File: src/rtl/mult_pkg.sv
// Shared definitions for the shift-add multiplier and its bench driver.
//   DefaultWidth          : default operand width (product is twice this)
//   S_IDLE/S_RUN/S_DONE   : FSM state encodings
//   state_e               : typed state enum built on those encodings
//   cnt_width()           : iteration counter width for a given operand width
package mult_pkg;

  localparam int unsigned DefaultWidth = 8;

  localparam logic [1:0] S_IDLE = 2'd0;
  localparam logic [1:0] S_RUN  = 2'd1;
  localparam logic [1:0] S_DONE = 2'd2;

  typedef enum logic [1:0] {
    StIdle = S_IDLE,
    StRun  = S_RUN,
    StDone = S_DONE
  } state_e;

  // A 1-bit operand still needs a 1-bit counter.
  function automatic int unsigned cnt_width(input int unsigned w);
    return (w > 1) ? $clog2(w) : 1;
  endfunction

endpackage

File: src/rtl/seq_shift_add_mult.sv
// Iterative unsigned shift-add multiplier, one partial product per clock.
// Ports:
//   clk1   in   1        clock, all state on posedge
//   rst_n  in   1        synchronous active-low reset
//   start  in   1        request, accepted only when idle
//   A      in   WIDTH    multiplicand, captured on accepted start
//   B      in   WIDTH    multiplier, captured on accepted start
//   F      out  2*WIDTH  product, valid from done until next accepted start
//   busy   out  1        registered, high while running or finishing
//   done   out  1        registered one-cycle pulse, F valid
module seq_shift_add_mult
  import mult_pkg::*;
#(
  parameter int unsigned WIDTH = DefaultWidth
) (
  input  logic               clk1,
  input  logic               rst_n,
  input  logic               start,
  input  logic [WIDTH-1:0]   A,
  input  logic [WIDTH-1:0]   B,
  output logic [2*WIDTH-1:0] F,
  output logic               busy,
  output logic               done
);

  localparam int unsigned CntW = cnt_width(WIDTH);
  localparam logic [CntW-1:0] CntLast = CntW'(WIDTH - 1);

  state_e               state_q, state_d;
  logic [2*WIDTH-1:0]   mcand_q, mcand_d;
  logic [WIDTH-1:0]     mplr_q, mplr_d;
  logic [2*WIDTH-1:0]   acc_q, acc_d;
  logic [CntW-1:0]      cnt_q, cnt_d;
  logic [2*WIDTH-1:0]   f_q, f_d;
  logic                 busy_q, busy_d;
  logic                 done_q, done_d;

  // State register plus all registered datapath and outputs.
  always_ff @(posedge clk1) begin
    if (!rst_n) begin
      state_q <= StIdle;
      mcand_q <= '0;
      mplr_q  <= '0;
      acc_q   <= '0;
      cnt_q   <= '0;
      f_q     <= '0;
      busy_q  <= 1'b0;
      done_q  <= 1'b0;
    end else begin
      state_q <= state_d;
      mcand_q <= mcand_d;
      mplr_q  <= mplr_d;
      acc_q   <= acc_d;
      cnt_q   <= cnt_d;
      f_q     <= f_d;
      busy_q  <= busy_d;
      done_q  <= done_d;
    end
  end

  // Next-state logic.
  always_comb begin
    state_d = state_q;
    unique case (state_q)
      StIdle:  if (start) state_d = StRun;
      StRun:   if (cnt_q == CntLast) state_d = StDone;
      StDone:  state_d = StIdle;
      default: state_d = StIdle;
    endcase
  end

  // Datapath and output next values; outputs are registered so nothing
  // combinational reaches the ports.
  always_comb begin
    mcand_d = mcand_q;
    mplr_d  = mplr_q;
    acc_d   = acc_q;
    cnt_d   = cnt_q;
    f_d     = f_q;
    done_d  = 1'b0;
    unique case (state_q)
      StIdle: begin
        if (start) begin
          mcand_d = {{WIDTH{1'b0}}, A};
          mplr_d  = B;
          acc_d   = '0;
          cnt_d   = '0;
        end
      end
      StRun: begin
        if (mplr_q[0]) acc_d = acc_q + mcand_q;
        mcand_d = mcand_q << 1;
        mplr_d  = mplr_q >> 1;
        cnt_d   = cnt_q + CntW'(1);
      end
      StDone: begin
        f_d    = acc_q;
        done_d = 1'b1;
      end
      default: ;
    endcase
    // busy tracks the state being entered, so it lines up with RUN/DONE.
    busy_d = (state_d == StRun) || (state_d == StDone);
  end

  assign F    = f_q;
  assign busy = busy_q;
  assign done = done_q;

endmodule

File: config.mk
export PLATFORM = sky130hd
export DESIGN_NAME = seq_shift_add_mult
export DESIGN_NICKNAME = d
export VERILOG_FILES = /design/src/rtl/mult_pkg.sv /design/src/rtl/seq_shift_add_mult.sv
export SDC_FILE = /design/constraint.sdc
export NUM_CORES = 1
export LEC_CHECK = 0
export CAP_MARGIN = 20
export CORE_AREA = 2 2 75 77
export CTS_CLUSTER_DIAMETER = 40
export DETAILED_ROUTE_END_ITERATION = 12
export DIE_AREA = 0 0 77 79
export PLACE_DENSITY_LB_ADDON = 0.15
export SLEW_MARGIN = 20
export SYNTH_ARGS = -nofsm -noshare
export SYNTH_HDL_FRONTEND = slang
export SYNTH_SLANG_ARGS = --single-unit
File: constraint.sdc
create_clock -name clk1 -period 5.2 [get_ports clk1]
set_input_delay 0.78 -clock clk1 [delete_from_list [all_inputs] [get_ports clk1]]
set_output_delay 0.78 -clock clk1 [all_outputs]
set_load 0.02 [all_outputs]
==> flow_metrics.env <==
export IMPL_max_freq_ghz=0.379
export IMPL_pwr_share_seq_pct=53.6
export IMPL_tns_ps=0
export IMPL_grt_max_degree=26
export IMPL_clock_power_share_pct=37.5
export IMPL_drtIter0Drc=176
export IMPL_cts_tree="done"
export IMPL_r2r_end="acc_q[14]"
export IMPL_dr_total_vias=2600
export IMPL_wl_per_cell_um=13.9
export IMPL_timing_critical_path_to="mcand_q[2]"
export IMPL_arrival_ps=2890
export IMPL_vias_per_cell=5.54
export IMPL_finalMaxSlewViolations=0
export IMPL_synth_cell_type_count=48
export IMPL_htreeDepth=3
export IMPL_gp_congestion=0.868
export IMPL_postRouteAntennaNets=0
export IMPL_yosysSeqAreaShare_pct=41.9
export IMPL_dp_worst_setup_slack_ps=2220
export IMPL_grt_pass1_wl_um=11200
export IMPL_cts_root_buf="clkbuf_8"
export IMPL_slowest_stage="clkdlybuf4s50_1"
export IMPL_path_class="in -> reg"
export IMPL_yosysWarnings=0
export IMPL_rows=27
export IMPL_synth_fp_nets=396
export IMPL_cts_inserted_buffers=9
export IMPL_hold_viol=0
export IMPL_status="complete, no violations"
export IMPL_drc=0
export IMPL_syn_avg_cell_area_um2=8.38
export IMPL_drv_cap=0
export IMPL_clock_sinks=63
export IMPL_reg2regPathDepth=9
export IMPL_critPathCaptureType="register"
export IMPL_cts_resized=0
export IMPL_dr_pass1_iters=5
export IMPL_reg2reg_from="mcand_q[0]"
export IMPL_fin_util_pct=66.7
export IMPL_fin_cells=469
export IMPL_ys_flop_type="dfxtp_1"
export IMPL_synth_cell_area_um2=3010
export IMPL_max_stage_delay_ps=820
export IMPL_setup_viol=0
export IMPL_p_sw_w=0.000243
export IMPL_clock_skew_ps=4.40
export IMPL_max_slew_margin_rel_pct=41.7
export IMPL_cts_setup_buffers=0
export IMPL_power_density_nw_per_um2=265
export IMPL_clockBufferDepth=2
export IMPL_syn_to_final_growth_pct=18.4
export IMPL_hpwl_um=4590
export IMPL_tightestPinTransition_ps=871
export IMPL_grt_pass1_vias=2408
export IMPL_synth_cells=359
export IMPL_leakagePower_nw=1.34
export IMPL_hold_class="reg -> reg"
export IMPL_crit_path_start_kind="input pin"
export IMPL_core_um2=5340
export IMPL_die_h_um=79
export IMPL_post_route_period_util_pct=50.7
export IMPL_layout_min_cycle_time_ps=2640
export IMPL_ys_seq_elements=63
export IMPL_postSynth_asyncResetShare_pct=0
export IMPL_p_comb_share_pct=8.9
export IMPL_initial_core_util_pct=56.3
export IMPL_insertion_delay_ps=340
export IMPL_cts_hold_buf=0
export IMPL_die_area_um2=6080
export IMPL_p_int_w=0.000701
export IMPL_totalWireLength_um=6520
export IMPL_placed_cells=453
export IMPL_worst_slack_ps=2560
export IMPL_ios=37
export IMPL_grt_ovfl_total=0
export IMPL_irDropWorstVdd_mv=0.179
export IMPL_path_max_fanout=25
export IMPL_io_buffers=36
export IMPL_crit_required_ps=5450
export IMPL_switching_share_pct=25.7
export IMPL_worstPathCellList="clkdlybuf4s50_1, clkinv_1, buf_4, a311oi_1"
export IMPL_antenna_found_initial=0
export IMPL_clk_pin_slew_ps=70
export IMPL_fin_nets=429
export IMPL_fp_dieW_um=77
export IMPL_rsz0062_at_grt="false"
export IMPL_diodes=0
export IMPL_setup_worst_path_start="rst_n"
export IMPL_drive_gt1_share_pct=6.05
export IMPL_grt_total_usage_pct=23.3
export IMPL_r2r_setup_slack_ps=2880
export IMPL_synth_edf_count=0
cell type report:
cell class                      count  area, um^2
Fill cell                         498        1780
Multi-Input combinational cell    272        1650
Sequential cell                    63        1260
Timing Repair Buffer               37         368
Clock buffer                       11         131
Tap cell                           72        90.1
Inverter                            9        33.8
Clock inverter                      5        25.0
per-stage QoR:
| stage | power (W) | hold slack, ps | area (um^2) |
|---|---|---|---|
| after floorplan | 0.000571 | 448 | 3010 |
| after global placement | 0.000598 | 442 | 3400 |
| after detailed placement | 0.000600 | 446 | 3400 |
| after CTS | 0.000950 | 455 | 3560 |
| after global routing | 0.000977 | 473 | 3560 |
| final | 0.000943 | 452 | 3560 |
worst min path at each step:
stage | start | end | slack [ps] | cells past startpoint
2_1_floorplan | acc_q[9] | F[9] | 450 | 2
3_3_place_gp | F[0] | F[0] | 440 | 2
3_5_place_dp | F[13] | F[13] | 450 | 2
4_1_cts | F[1] | F[1] | 460 | 2
5_1_grt | F[13] | F[13] | 470 | 2
6_report | F[1] | F[1] | 450 | 2
state kept, by name, summed over array words and instances, names as in the netlist:
signal / count
acc_q: 16
state_q: 2
done: 1
mcand_q: 16
busy: 1
cnt_q: 3
F: 16
mplr_q: 8
placed cells by master, fill, tap and decap left out, drive strengths merged, types with 2 or more instances in the layout:
cell / instances
nand2: 73
dfxtp: 63
nor2: 40
clkdlybuf4s50: 36
a21oi: 30
a22oi: 18
o21ai: 18
ha: 17
a311oi: 11
clkbuf: 11
nor2b: 8
xnor2: 8
inv: 8
clkinv: 6
a211oi: 5
xor2: 5
a21o: 3
nand3: 3
o22ai: 3
and2: 3
o31ai: 3
nor3: 2
o21bai: 2
o211ai: 2
o21a: 2
and2b: 2
a31oi: 2
routing by layer:
metal / vias to the layer above / global-route usage [%] / part of all wire, %
li1: 1336 / - / -
met1: 1181 / 30.8 / 49
met5: - / 0 / 0
met2: 68 / 37.0 / 44
met3: 15 / 3.41 / 4.6
met4: 0 / 12.7 / 2.6
power groups by stage:
stage | clock, W | combinational, W | sequential [W]
3_3_place_gp | 0 | 0.0000815 | 0.000516
6_report | 0.000353 | 0.0000840 | 0.000506
4_1_cts | 0.000360 | 0.0000837 | 0.000506
5_1_grt | 0.000377 | 0.0000933 | 0.000508
3_5_place_dp | 0 | 0.0000834 | 0.000517
2_1_floorplan | 0 | 0.0000565 | 0.000514
cell families after synthesis:
group,Yosys count,share of synthesized area [%]
AOI/OAI and AO/OA,106,24.1
DFF,63,41.9
buffers and inverters,24,3.29
and+or+nand+nor,134,18.8
adders and majority gates,18,7.74
xor gates and xnor gates,13,3.79
muxes,1,0.333
worst max-delay path: cells and delay by family:
family,cells,cell delay [ps]
buffers and inverters,3,1870
AOI/OAI and AO/OA,1,230
synthesized netlist by cell type, types with 2 or more instances:
cell type | n | share of area [%]
nand2_1 | 72 | 9.0
dfxtp_1 | 63 | 42
nor2_1 | 40 | 5.0
a21oi_1 | 30 | 5.0
a22oi_1 | 18 | 4.5
ha_1 | 17 | 7.1
o21ai_0 | 17 | 2.8
a311oi_1 | 11 | 3.2
clkbuf_1 | 11 | 1.4
nor2b_1 | 8 | 1.7
xnor2_1 | 8 | 2.3
inv_1 | 7 | 0.87
a211oi_1 | 5 | 1.2
xor2_1 | 5 | 1.5
a21o_1 | 3 | 0.75
nand3_1 | 3 | 0.50
o22ai_1 | 3 | 0.62
and2_1 | 2 | 0.42
buf_1 | 2 | 0.25
nor3_1 | 2 | 0.33
o211ai_1 | 2 | 0.50
o21a_1 | 2 | 0.50
o21bai_1 | 2 | 0.50
o31ai_1 | 2 | 0.50
No activity file was read; power rests on OpenSTA's default activity.
